[config.mk]
export PLATFORM = sky130hd
export DESIGN_NAME = pic_control_gen2
export DESIGN_NICKNAME = d
export VERILOG_FILES = /design/src/rtl/pic_control_gen2.sv
export SDC_FILE = /design/constraint.sdc
export NUM_CORES = 1
export LEC_CHECK = 0
export ABC_AREA = 1
export BUFFER_PORTS_ARGS = -buffer_cell sky130_fd_sc_hd__buf_2
export CAP_MARGIN = 10
export CORE_MARGIN = 3
export CORE_UTILIZATION = 45
export CTS_CLUSTER_DIAMETER = 30
export DETAILED_ROUTE_END_ITERATION = 12
export PLACE_DENSITY = 0.67
export SYNTH_ARGS = -nofsm -noshare
export SYNTH_HDL_FRONTEND = slang
export SYNTH_SLANG_ARGS = --single-unit
[constraint.sdc]
create_clock -name clk -period 8.4 [get_ports clk]
set_input_delay 0.42 -clock clk [delete_from_list [all_inputs] [get_ports clk]]
set_output_delay 0.42 -clock clk [all_outputs]
set_load 0.005 [all_outputs]
[src/rtl/pic_control_gen2.sv]
// rtl/pic_control_gen2.sv - 8259-style programmable interrupt controller with rotating priority
// Init word sequencing, edge/level request capture, two-pulse acknowledge and EOI handling.
module pic_control_gen2 #(
  parameter int NUM_IRQ = 8,
  parameter int IDX_W   = $clog2(NUM_IRQ)
) (
  input  logic               clk,
  input  logic               reset_n,
  input  logic [NUM_IRQ-1:0] irq,
  input  logic               wr_en,
  input  logic               wr_addr,
  input  logic [15:0]        wr_data,
  input  logic               rd_en,
  input  logic               rd_addr,
  output logic [15:0]        rd_data,
  output logic               int_out,
  input  logic               inta,
  output logic [7:0]         vector,
  output logic               vector_valid
);

  typedef enum logic [1:0] {INIT_READY, W_ICW2, W_ICW3, W_ICW4} init_state_t;
  typedef enum logic {ACK_IDLE, ACK1} ack_state_t;

  init_state_t        init_state;
  ack_state_t         ack_state;
  logic [NUM_IRQ-1:0] imr, irr, isr, irq_q;
  logic [NUM_IRQ-1:0] irr_next, isr_next;
  logic [7:0]         base;
  logic [IDX_W-1:0]   rot_base, ack_idx;
  logic               aeoi, auto_rot, ltim, sngl, ic4, read_isr, ack_spur;

  // Highest-priority set bit of v, scanning upward from rb+1 with wrap; MSB flags "found".
  function automatic logic [IDX_W:0] pick(input logic [NUM_IRQ-1:0] v,
                                          input logic [IDX_W-1:0] rb);
    logic [IDX_W:0]   r;
    logic [IDX_W-1:0] j;
    r = '0;
    for (int k = NUM_IRQ - 1; k >= 0; k--) begin
      j = rb + IDX_W'(k + 1);
      if (v[j]) r = {1'b1, j};
    end
    return r;
  endfunction

  logic [IDX_W:0]   cand_pick, isr_pick;
  logic             cand_found, isr_found, cand_ok;
  logic [IDX_W-1:0] cand_idx, isr_idx, cand_rank, isr_rank;

  assign cand_pick  = pick(irr & ~imr, rot_base);
  assign isr_pick   = pick(isr, rot_base);
  assign cand_found = cand_pick[IDX_W];
  assign cand_idx   = cand_pick[IDX_W-1:0];
  assign isr_found  = isr_pick[IDX_W];
  assign isr_idx    = isr_pick[IDX_W-1:0];
  assign cand_rank  = cand_idx - rot_base - IDX_W'(1);
  assign isr_rank   = isr_idx - rot_base - IDX_W'(1);
  assign cand_ok    = cand_found && (!isr_found || (cand_rank < isr_rank));

  logic             ready, wr_cmd, is_icw1, is_ocw1, is_ocw2, is_ocw3, is_icw_n;
  logic             ns_eoi, sp_eoi, ack_go, ack_fin, aeoi_clr;
  logic [2:0]       ocw2_cmd;
  logic [IDX_W-1:0] lvl;
  logic             unused_ok;

  assign ready     = (init_state == INIT_READY);
  assign wr_cmd    = wr_en && !wr_addr;
  assign is_icw1   = wr_cmd && wr_data[4];
  assign is_ocw2   = wr_cmd && (wr_data[4:3] == 2'b00) && ready;
  assign is_ocw3   = wr_cmd && (wr_data[4:3] == 2'b01) && ready;
  assign is_ocw1   = wr_en && wr_addr && ready;
  assign is_icw_n  = wr_en && wr_addr && !ready;
  assign ocw2_cmd  = wr_data[7:5];
  assign lvl       = wr_data[8 +: IDX_W];
  assign ns_eoi    = is_ocw2 && ((ocw2_cmd == 3'b001) || (ocw2_cmd == 3'b101)) && isr_found;
  assign sp_eoi    = is_ocw2 && ((ocw2_cmd == 3'b011) || (ocw2_cmd == 3'b111));
  assign ack_go    = inta && ready && (ack_state == ACK_IDLE);
  assign ack_fin   = inta && ready && (ack_state == ACK1);
  assign aeoi_clr  = ack_fin && aeoi && !ack_spur;
  assign unused_ok = ^wr_data;

  // EOI clears land before the acknowledge sets, so a same-cycle hit on one bit leaves it set.
  always_comb begin
    isr_next = isr;
    if (ns_eoi) isr_next[isr_idx] = 1'b0;
    if (sp_eoi) isr_next[lvl] = 1'b0;
    if (ack_go && cand_found) isr_next[cand_idx] = 1'b1;
    if (aeoi_clr) isr_next[ack_idx] = 1'b0;
  end

  always_comb begin
    irr_next = irr;
    if (ack_go && cand_found) irr_next[cand_idx] = 1'b0;
    if (ltim) irr_next = irq;
    else      irr_next = irr_next | (irq & ~irq_q);
  end

  always_ff @(posedge clk) begin
    if (!reset_n) begin
      init_state   <= INIT_READY;
      ack_state    <= ACK_IDLE;
      imr          <= '1;
      irr          <= '0;
      isr          <= '0;
      irq_q        <= '0;
      base         <= '0;
      rot_base     <= IDX_W'(NUM_IRQ - 1);
      ack_idx      <= '0;
      ack_spur     <= 1'b0;
      aeoi         <= 1'b0;
      auto_rot     <= 1'b0;
      ltim         <= 1'b0;
      sngl         <= 1'b0;
      ic4          <= 1'b0;
      read_isr     <= 1'b0;
      int_out      <= 1'b0;
      vector       <= '0;
      vector_valid <= 1'b0;
      rd_data      <= '0;
    end else begin
      irq_q        <= irq;
      vector_valid <= 1'b0;
      if (rd_en)
        rd_data <= rd_addr ? 16'(imr) : (read_isr ? 16'(isr) : 16'(irr));
      if (is_icw1) begin
        init_state <= W_ICW2;
        ack_state  <= ACK_IDLE;
        ltim       <= wr_data[3];
        sngl       <= wr_data[1];
        ic4        <= wr_data[0];
        imr        <= '0;
        isr        <= '0;
        irr        <= '0;
        aeoi       <= 1'b0;
        auto_rot   <= 1'b0;
        rot_base   <= IDX_W'(NUM_IRQ - 1);
        read_isr   <= 1'b0;
        ack_spur   <= 1'b0;
        int_out    <= 1'b0;
      end else begin
        isr <= isr_next;
        irr <= irr_next;
        if (is_icw_n) begin
          case (init_state)
            W_ICW2: begin
              base <= wr_data[7:0];
              if (!sngl)    init_state <= W_ICW3;
              else if (ic4) init_state <= W_ICW4;
              else          init_state <= INIT_READY;
            end
            W_ICW3: init_state <= ic4 ? W_ICW4 : INIT_READY;
            W_ICW4: begin
              aeoi       <= wr_data[1];
              init_state <= INIT_READY;
            end
            default: ;
          endcase
        end
        if (is_ocw1) imr <= wr_data[NUM_IRQ-1:0];
        if (is_ocw3 && wr_data[1]) read_isr <= wr_data[0];
        if (is_ocw2) begin
          case (ocw2_cmd)
            3'b101:         if (isr_found) rot_base <= isr_idx;
            3'b111, 3'b110: rot_base <= lvl;
            3'b100:         auto_rot <= 1'b1;
            3'b000:         auto_rot <= 1'b0;
            default: ;
          endcase
        end
        if (ack_go) begin
          ack_idx   <= cand_found ? cand_idx : IDX_W'(NUM_IRQ - 1);
          ack_spur  <= !cand_found;
          ack_state <= ACK1;
        end
        if (ack_fin) begin
          vector       <= {base[7:IDX_W], ack_idx};
          vector_valid <= 1'b1;
          ack_state    <= ACK_IDLE;
          if (aeoi && auto_rot && !ack_spur) rot_base <= ack_idx;
        end
        int_out <= ready && (ack_state == ACK_IDLE) && !ack_go && cand_ok;
      end
    end
  end

endmodule

==> impl_results.md, run 1 <==
- Part of the power in registers: 0.384
- CTS Buffer Depth: 2
- Vias after detailed routing: 4,794
- Crit-path cells: inv_2 > ha_1 > inv_1 > nand3_1 > nand3_1 > nand2_1 > inv_2 > o21ai_1 > nand2_1 > nand2_1 > nand2_1 > nand2_1 > nand2_2 > nand2_2 > ha_1 > fa_1 > xor2_1 > xor2_1 > ha_1 > o211ai_1 > a21oi_1 > nor3_1
- Asr flop ratio synth: 0
- Hold-fix buffers, CTS: 0
- Setup Viol. Count Final: 0
- Hold worst-path end: irq_q[0]
- Final nets: 793
- Place WS: 3.45 ns
- Clock latency on the worst-skew pair: 0.35 ns
- Routed Antenna Nets: 0
- Hold path startpoint: irq[0]
- Port bufs: 43
- Share of layout cells above drive strength 1: 0.188
- Setup crit end kind: flip-flop
- Synthesized area per cell: 6.74 um^2
- Root buf cell: clkbuf_8
- Unrepaired setup endpoints after global routing: false
- Maximum number of pins on one net before global-route repair: 46
- Final period util: 0.601
- Die height: 110 um
- GRT Overall Usage: 0.230
- Most used cell, CP: nand2_1
- Critical Path Source Type: flip-flop
- Peak VDD IR: 0.144 mV
- Clk pwr share: 0.384
- CTS clk-pin slew, worst paths: 0.08 ns
- # DRC: 0
- Mapped Cells: 725
- H-tree Lvls: 3
- Num CTS Buffers: 9
- Vias in the first global route: 4,607
- Peak Freq: 0.198 GHz
- YS warnings: 0
- Worst-path maximum fanout: 17
- Top-level port count: 57
- Core Area: 0.0105 mm^2
- Status: completed
- Setup bufs post-CTS: 0
- Number of clock sinks: 71
- Max-cap viol count: 0
- Setup TNS: 0 ns
- Area of the mapped netlist: 0.00488 mm^2
- Die Wd: 110 um
- TritonCTS clock tree: built
- Util after Layout: 0.515
- Total placed instance area: 0.00511 mm^2
- Slowest CP cell: dfxtp_1
- Worst path max stage delay: 0.83 ns
- Sw frac: 0.309
- Psw: 0.000302 W
- Critical path type: flip-flop to flip-flop
- R2r endpoint: int_out
- Post-synth EDFFs: 0
- Initial antenna violation count: 0
- Grt total ovfl: 0
- Hold Path Class: input port to flip-flop
- Worst setup margin: 3.35 ns
- Gpl congestion: 0.899
- Top_reg_cell synth: dfxtp_1
- Final Hold Viols: 0
- Antenna cell count: 0
- Final WL: 13,400 um
- P per Cell Area: 181 mW/mm^2
- TritonRoute pass-1 iters: 5
- R2r worst-path depth: 22
- Internal Power: 0.000675 W
- CTS resizes: 0
- Hold depth: 3
- Crit path arrival time: 5.28 ns
- Seq cells post-synth: 71
- Worst reg2reg startpoint: rot_base[1]
- Clock Skew: 0.0111 ns
- CP bufs+invs: 3
- R2r setup slk: 3.35 ns
- DP HPWL: 10,500 um
- Initial DRC Count: 331
- Global-route wire length before repair: 22,000 um
- Layout area overhead: 10.3%
- Initial Util: 0.467
- Max Slew Vio Count: 0
- Drt wl/cell: 14.9 um
- Die area: 0.0121 mm^2
- Critical path's top delay family: adder cells
- Slew @ Worst Pin: 0.769 ns
- Final Critical Period: 5.05 ns
- Comb power frac: 0.233
- Synth cell types: 46
- Final instance area: 0.00539 mm^2
- Slew Limit Headroom: 0.487
- Leak: 2.60 nW
- Crit path required time: 8.63 ns
- Row Count: 37
- Register area share after synthesis: 0.291
- Vias/cell: 5.36
==> per-stage QoR <==
stage | total power (W) | cells | hold slack [ns]
2_1_floorplan | 0.000550 | 732 | 0.441
3_3_place_gp | 0.000601 | 879 | 0.457
3_5_place_dp | 0.000609 | 879 | 0.460
4_1_cts | 0.000980 | 895 | 0.254
5_1_grt | 0.00103 | 895 | 0.254
6_report | 0.000977 | 895 | 0.269
==> worst register-to-register path: stages, from the launching register on <==
cell	delay, ns
dfxtp_1	0.83
inv_2	0.37
ha_1	0.57
inv_1	0.44
nand3_1	0.22
nand3_1	0.13
nand2_1	0.11
inv_2	0.09
o21ai_1	0.07
nand2_1	0.06
nand2_1	0.05
nand2_1	0.05
nand2_1	0.06
nand2_2	0.10
nand2_2	0.08
ha_1	0.20
fa_1	0.40
xor2_1	0.16
xor2_1	0.19
ha_1	0.30
o211ai_1	0.09
a21oi_1	0.30
nor3_1	0.08
==> area by class of cell <==
| type | count | area (um^2) |
|---|---|---|
| Fill cell | 1105 | 5070 |
| Multi-Input combinational cell | 521 | 2880 |
| Sequential cell | 71 | 1420 |
| Inverter | 108 | 419 |
| Timing Repair Buffer | 43 | 215 |
| Tap cell | 136 | 170 |
| Clock buffer | 11 | 151 |
| Clock inverter | 5 | 128 |
==> cell families (layout without fill, tap and decap cells) <==
| kind of cell | Yosys count | after routing | share of synthesized area |
|---|---|---|---|
| AND/OR/NAND/NOR | 365 | 365 | 0.371 |
| XOR/XNOR | 7 | 7 | 0.0172 |
| buffers and inverters | 140 | 167 | 0.124 |
| flip-flops | 71 | 71 | 0.291 |
| AO/OA/AOI/OAI | 133 | 133 | 0.172 |
| other | 1 | 8 | 0.000768 |
| adder cells (fa/ha/maj) | 8 | 8 | 0.0236 |
==> metal layers <==
metal / vias up / GRT usage / share of wire
li1: 2438 / - / -
met1: 2210 / 0.302 / 0.46
met2: 125 / 0.393 / 0.49
met3: 21 / 0.0355 / 0.042
met4: 0 / 0.0633 / 0.015
met5: - / 0 / 0
==> registers in the layout, summed over array words and instances (netlist names), 5 cells and up <==
register,cells
imr,8
irq_q,8
irr,8
isr,8
rd_data,8
vector,8
base,5
==> layout by cell type (no fill, tap or decap), drive strengths merged, types with 11 or more instances in the layout <==
cell type	instances
nand3	100
nand2	206
o21ai	37
a31oi	11
nor2	45
dfxtp	71
inv	106
a21oi	47
buf	43
clkbuf	11
==> power groups by stage <==
| stage | clock network [W] | logic (W) | registers [W] |
|---|---|---|---|
| 4_1_cts | 0.000378 | 0.000227 | 0.000375 |
| 3_5_place_dp | 0 | 0.000226 | 0.000382 |
| 2_1_floorplan | 0 | 0.000173 | 0.000377 |
| 6_report | 0.000375 | 0.000227 | 0.000375 |
| 3_3_place_gp | 0 | 0.000220 | 0.000381 |
| 5_1_grt | 0.000394 | 0.000256 | 0.000378 |
==> cell usage after synthesis (2+ instances only) <==
library cell | instances | area, um^2
nor3_1 | 3 | 15.0
buf_1 | 3 | 11.3
inv_4 | 5 | 31.3
nor2_2 | 3 | 18.8
nand2_1 | 177 | 664
o21bai_1 | 3 | 22.5
ha_1 | 6 | 75.1
o41ai_1 | 10 | 87.6
a21oi_1 | 37 | 185
inv_1 | 89 | 334
buf_2 | 3 | 15.0
nor2_4 | 4 | 45.0
nand4_2 | 3 | 37.5
fa_1 | 2 | 40.0
nand3_2 | 10 | 100
nand2_8 | 3 | 60.1
a21oi_2 | 10 | 87.6
a41oi_1 | 5 | 43.8
xnor2_2 | 2 | 32.5
dfxtp_1 | 71 | 1420
a31oi_1 | 11 | 68.8
nor2_1 | 36 | 135
o21ai_0 | 33 | 165
xor2_1 | 3 | 26.3
buf_6 | 3 | 33.8
a211oi_1 | 2 | 15.0
nand4_1 | 5 | 31.3
o21ai_1 | 4 | 20.0
buf_4 | 11 | 82.6
nand2_4 | 4 | 45.0
nand2_2 | 22 | 138
nand3_1 | 90 | 450
clkbuf_1 | 12 | 45.0
o211ai_1 | 9 | 67.6
o221ai_1 | 8 | 70.1
nor2_8 | 2 | 40.0
inv_2 | 12 | 45.0
==> worst max-delay path by stage <==
stage	slack [ns]	from	depth (start not counted)	end
floorplan	4.73	rot_base[1]	24	int_out
global placement	3.50	rot_base[1]	21	int_out
detailed placement	3.45	rot_base[1]	22	int_out
CTS	3.44	rot_base[1]	22	int_out
global route	3.00	rot_base[1]	21	int_out
finish	3.35	rot_base[1]	22	int_out
(Power assumes the default switching activity.)
==> run 2: changes to the inputs <==
- clock period: 8.4 -> 5 ns (I/O delays scaled with it)
==> run 2 against run 1 <==
Global-route usage barely moved. Fmax grew 25%. Register-to-register slack worse by 2.4 ns. Cell count rose by 0.22%. Core utilization is 0.67 points lower. Flip-flop and latch count stayed put. Design area down 1.3%. Critical path depth is the same. Power is 48% higher. Clock skew decreased by 0.0053 ns. Sequential power grew 67%. Critical endpoint unchanged. Largest power group unchanged. Highest routed layer unchanged.
==> impl_results.md, run 2 (synthesis results as in run 1) <==
- Status: completed
- Worst reg2reg startpoint: rot_base[0]
- Antenna cell count: 0 (unchanged)
- Critical Path Source Type: flip-flop
- Final Critical Period: 4.03 ns (-1.02 ns)
- Slew Limit Headroom: 0.508 (+0.0217)
- DP HPWL: 10,400 um (-1.1%)
- Vias/cell: 5.43 (+1.4%)
- Initial antenna violation count: 0 (unchanged)
- Core Area: 0.0105 mm^2 (unchanged)
- Die Wd: 110 um (unchanged)
- Peak VDD IR: 0.231 mV (+60%)
- CTS clk-pin slew, worst paths: 0.07 ns (about the same)
- Critical path type: flip-flop to flip-flop
- Clk pwr share: 0.301 (-0.083)
- Commonest non-fill, non-tap cell in the layout: nand2_1
- Number of clock sinks: 71 (unchanged)
- Util after Layout: 0.508 (-0.00670)
- Share of layout cells above drive strength 1: 0.187 (-0.00181)
- Setup Viol. Count Final: 0 (unchanged)
- Hold-fix buffers, CTS: 0 (unchanged)
- Hold Path Class: input port to flip-flop
- CTS resizes: 0 (unchanged)
- Hold path startpoint: irq[6]
- Worst-path maximum fanout: 25 (+8)
- Port bufs: 43 (unchanged)
- Final Hold Viols: 0 (unchanged)
- Initial DRC Count: 335 (+1.2%)
- CTS Buffer Depth: 2 (unchanged)
- CP startpoint: rot_base[0]
- Final period util: 0.805 (+0.204)
- Power, Total: 0.00145 W (+48%)
- Drt wl/cell: 14.7 um (-2.0%)
- Comb power frac: 0.265 (+0.032)
- Die area: 0.0121 mm^2 (unchanged)
- Routed Antenna Nets: 0 (unchanged)
- Internal Power: 0.000965 W (+43%)
- Total placed instance area: 0.00514 mm^2 (+0.59%)
- CP bufs+invs: 3 (unchanged)
- H-tree Lvls: 3 (unchanged)
- Part of the power in registers: 0.435 (+0.051)
- Slew @ Worst Pin: 0.736 ns (-0.0325 ns)
- Row Count: 37 (unchanged)
- Peak Freq: 0.248 GHz (+25%)
- Top-level port count: 57 (unchanged)
- Crit-path cells: inv_4 > ha_1 > inv_1 > nand3_1 > nand3_1 > nand2_1 > inv_2 > o21ai_1 > nand2_1 > nand2_1 > nand2_1 > nand2_1 > nand2_2 > nand2_2 > ha_1 > fa_1 > xor2_1 > xor2_1 > ha_1 > o211ai_1 > a21oi_1 > nor3_1
- Setup TNS: 0 ns (unchanged)
- Max Slew Vio Count: 0 (unchanged)
- R2r setup slk: 0.97 ns (-2.38 ns)
- Max-cap viol count: 0 (unchanged)
- Leak: 2.58 nW (-1.0%)
- Clock latency on the worst-skew pair: 0.35 ns (about the same)
- Post-Layout Cell Count: 897 (+0.22%)
- Unrepaired setup endpoints after global routing: false
- Slowest CP cell: fa_1
- Global-route wire length before repair: 22,000 um (-0.12%)
- Grt total ovfl: 0 (unchanged)
- Layout area overhead: 8.86%
- Critical path's top delay family: adder cells
- Num CTS Buffers: 9 (unchanged)
- Die height: 110 um (unchanged)
- # DRC: 0 (unchanged)
- Most used cell, CP: nand2_1
- Final nets: 797 (+0.50%)
- Placed cell count: 883 (+0.46%)
- Psw: 0.000481 W (+59%)
- Vias in the first global route: 4,551 (-1.2%)
- Root buf cell: clkbuf_8
- Crit path arrival time: 4.25 ns (-1.03 ns)
- Vias after detailed routing: 4,873 (+1.6%)
- Clock Skew: 0.00583 ns (-0.00528 ns)
- GRT Overall Usage: 0.230 (about the same)
- Worst path max stage delay: 0.40 ns (-0.43 ns)
- Maximum number of pins on one net before global-route repair: 46 (unchanged)
- Setup bufs post-CTS: 0 (unchanged)
- Final WL: 13,100 um (-1.7%)
- Leading cell types in the layout, fill and taps excluded: nand2_1, nand3_1, inv_1
- Initial Util: 0.467 (unchanged)
- P per Cell Area: 272 mW/mm^2 (+50%)
- Setup crit end kind: flip-flop
- Final instance area: 0.00532 mm^2 (-1.3%)
- Sw frac: 0.333 (+0.0233)
- Gpl congestion: 0.892 (-0.76%)
- TritonRoute pass-1 iters: 5 (unchanged)
- Fillers: 1,102 (-0.27%)
- TritonCTS clock tree: built
- Crit path required time: 5.23 ns (-3.40 ns)
==> run 2: path summary, 6_finish.rpt <==
kind	end	cells past startpoint
max reg2reg	int_out	22
min reg2reg	rd_data[0]	2
min	irq_q[6]	3
max	int_out	22
==> run 2: final cells by class <==
cell class / instances / area [um^2] / area share
clock inverters: 1 / 30.0 / 0.00565
flip-flops and latches: 71 / 1420 / 0.267
repair buffers: 47 / 245 / 0.0461
multi-input cells: 521 / 2880 / 0.542
inverters: 108 / 419 / 0.0788
well taps: 136 / 170 / 0.0320
clock buffers: 13 / 149 / 0.0280
==> run 2: through the flow <==
stage,setup slack (ns),hold WS [ns]
3_5_place_dp,1.05,0.453
2_1_floorplan,1.33,0.343
3_3_place_gp,1.11,0.445
5_1_grt,0.709,0.0892
6_report,0.973,0.0992
4_1_cts,1.03,0.0875
==> run 2: worst min-delay path, stage by stage <==
cell and delay [ns]:
buf_2 0.09, nand2_1 0.04, inv_1 0.04
==> run 2: routing by layer <==
layer  GRT usage  wire length [um]
met1       0.306              5910
met2       0.370              6120
met3      0.0443               714
met4      0.0862               401
met5           0                 0
==> run 2: power groups by stage <==
stage / Combinational (W) / Clock [W] / Sequential (W)
floorplan: 0.000291 / 0 / 0.000633
global placement: 0.000372 / 0 / 0.000639
detailed placement: 0.000381 / 0 / 0.000640
CTS: 0.000382 / 0.000443 / 0.000628
global route: 0.000433 / 0.000473 / 0.000633
finish: 0.000383 / 0.000435 / 0.000628
==> run 3: changes to the inputs <==
- clock period: 5 -> 3.95 ns (I/O delays scaled with it)
==> run 3 against run 2 <==
Core utilization is 1.1 points higher. Count of clock-buffer cells in the layout fell by 1. Power is 32% higher. Worst setup slack worse by 0.65 ns. Via count decreased by 1.5%. First-iteration DRC count increased by 1.5%. Clock power increased by 43%. Worst hold slack worse by 0.048 ns. Non-clock buffer count up 7. Design area grew 2.1%. Sequential power rose by 27%.
==> impl_results.md, run 3 (synthesis results as in run 1) <==
- TritonRoute pass-1 iters: 6 (+1)
- Maximum number of pins on one net before global-route repair: 46 (unchanged)
- Routed Antenna Nets: 0 (unchanged)
- Setup Viol. Count Final: 0 (unchanged)
- Vias in the first global route: 4,588 (+0.81%)
- Number of clock sinks: 71 (unchanged)
- Hold Path Class: input port to flip-flop
- Status: completed
- P per Cell Area: 351 mW/mm^2 (+29%)
- # DRC: 0 (unchanged)
- GRT Overall Usage: 0.232 (+0.00120)
- Antenna cell count: 0 (unchanged)
- Commonest non-fill, non-tap cell in the layout: nand2_1
- Clock latency on the worst-skew pair: 0.34 ns (about the same)
- Initial Util: 0.467 (unchanged)
- Critical path's top delay family: adder cells
- Util after Layout: 0.519 (+0.0106)
- Die area: 0.0121 mm^2 (unchanged)
- Hold path startpoint: irq[1]
- Worst path max stage delay: 0.40 ns (about the same)
- Setup TNS: 0 ns (unchanged)
- R2r worst-path depth: 22 (unchanged)
- Gpl congestion: 0.936 (+4.9%)
- Global-route wire length before repair: 22,100 um (+0.72%)
- Final period util: 0.919 (+0.114)
- Slowest CP cell: dfxtp_1
- Vias after detailed routing: 4,801 (-1.5%)
- Worst reg2reg startpoint: rot_base[0]
- Root buf cell: clkbuf_8
- Initial DRC Count: 340 (+1.5%)
- Final Hold Viols: 0 (unchanged)
- Leak: 2.63 nW (+2.1%)
- Crit path required time: 4.21 ns (-1.02 ns)
- Die Wd: 110 um (unchanged)
- Slew Limit Headroom: 0.544 (+0.0355)
- TritonCTS clock tree: built
- Hold worst-path end: irq_q[1]
- Peak VDD IR: 0.306 mV (+33%)
- Final WL: 13,700 um (+4.1%)
- DP HPWL: 11,000 um (+5.7%)
- Clock Skew: 0.0119 ns (+0.00603 ns)
- Top-level port count: 57 (unchanged)
- CTS clk-pin slew, worst paths: 0.08 ns (about the same)
- Worst-path maximum fanout: 17 (-32%)
- Most used cell, CP: nand2_1
- Die height: 110 um (unchanged)
- Unrepaired setup endpoints after global routing: false
- Peak Freq: 0.275 GHz (+11%)
- Vias/cell: 5.30 (-2.5%)
- CP bufs+invs: 3 (unchanged)
- R2r setup slk: 0.32 ns (-0.65 ns)
- Layout area overhead: 11.1%
- Share of layout cells above drive strength 1: 0.203 (+0.0160)
- CTS Buffer Depth: 2 (unchanged)
- Core Area: 0.0105 mm^2 (unchanged)
- Drt wl/cell: 15.1 um (+3.0%)
- Setup crit end kind: flip-flop
- Slew @ Worst Pin: 0.684 ns (-0.0522 ns)
- Crit path arrival time: 3.89 ns (-0.36 ns)
- R2r endpoint: int_out
- Initial antenna violation count: 0 (unchanged)
- Grt total ovfl: 0 (unchanged)
- Critical Path Source Type: flip-flop
- Port bufs: 43 (unchanged)
- Num CTS Buffers: 9 (unchanged)
- Max-cap viol count: 0 (unchanged)
- Final nets: 804 (+0.88%)
- H-tree Lvls: 3 (unchanged)
- Max Slew Vio Count: 0 (unchanged)
- Critical path type: flip-flop to flip-flop
- Row Count: 37 (unchanged)
- Crit-path cells: buf_6 > ha_2 > xnor2_4 > clkinv_2 > nand3_1 > nand2_1 > inv_2 > o21ai_1 > nand2_1 > nand2_1 > nand2_1 > nand2_1 > nand2_2 > nand2_2 > ha_1 > fa_1 > xor2_1 > xor2_1 > ha_1 > a21oi_1 > a21oi_1 > nor3_1
- Final Critical Period: 3.63 ns (-0.397 ns)
- Hold depth: 3 (unchanged)
- Leading cell types in the layout, fill and taps excluded: nand2_1, nand3_1, inv_1
==> run 3: cell count changes in the layout (fill, tap and decap cells not counted), sizes merged <==
| cell | change |
|---|---|
| buf | +7 |
| clkbuf | -1 |
| clkinv | +1 |
| clkinvlp | +2 |
==> run 3: power breakdown <==
| group | total [W] | leakage, nW | internal, W | switching, W |
|---|---|---|---|---|
| clock network | 0.000621 | 0.109 | 0.000345 | 0.000276 |
| logic | 0.000491 | 1.94 | 0.000161 | 0.000329 |
| registers | 0.000795 | 0.583 | 0.000761 | 0.0000346 |
| total | 0.00191 | 2.63 | 0.00127 | 0.000640 |
==> run 3: cell type report <==
class | count | area, um^2
Sequential cell | 71 | 1420
Fill cell | 1062 | 5030
Multi-Input combinational cell | 521 | 2900
Tap cell | 136 | 170
Clock buffer | 12 | 165
Clock inverter | 4 | 51.3
Inverter | 108 | 423
Timing Repair Buffer | 54 | 302
==> run 3: timing repair <==
action	4_1_cts	5_1_grt
endpoints found under the setup margin	0	1
gates resized for setup	0	4
hold buffers	0	0
setup buffers	0	4
==> run 3: worst max path at each step <==
stage	startpoint	to	slack, ns	cells past startpoint
after global placement	rot_base[0]	int_out	0.29	22
after global routing	rot_base[0]	int_out	0.01	21
after detailed placement	rot_base[0]	int_out	0.21	22
final	rot_base[0]	int_out	0.32	22
after CTS	rot_base[0]	int_out	0.17	22
after floorplan	rot_base[1]	int_out	0.28	24
==> run 3: stage by stage <==
stage,std cells,total power [W],setup slack (ns),hold slack (ns),area (um^2)
3_5_place_dp,886,0.00130,0.206,0.397,5160
3_3_place_gp,886,0.00129,0.289,0.392,5160
5_1_grt,906,0.00201,0.0135,0.0534,5430
2_1_floorplan,732,0.00117,0.275,0.291,4910
4_1_cts,902,0.00191,0.168,0.0485,5380
6_report,906,0.00191,0.319,0.0515,5430
==> run 3: worst register-to-register path: stages (launching register included) <==
cell,delay (ns)
dfxtp_1,0.40
buf_6,0.20
ha_2,0.24
xnor2_4,0.16
clkinv_2,0.15
nand3_1,0.13
nand2_1,0.11
inv_2,0.08
o21ai_1,0.06
nand2_1,0.06
nand2_1,0.05
nand2_1,0.05
nand2_1,0.06
nand2_2,0.09
nand2_2,0.08
ha_1,0.21
fa_1,0.40
xor2_1,0.16
xor2_1,0.17
ha_1,0.30
a21oi_1,0.16
a21oi_1,0.09
nor3_1,0.15
==> run 3: routing by layer <==
| metal | up-vias | part of all wire | track usage |
|---|---|---|---|
| met5 | - | 0 | 0 |
| met4 | 0 | 0.012 | 0.0616 |
| met3 | 20 | 0.039 | 0.0262 |
| met2 | 112 | 0.48 | 0.395 |
| met1 | 2216 | 0.47 | 0.311 |
| li1 | 2453 | - | - |
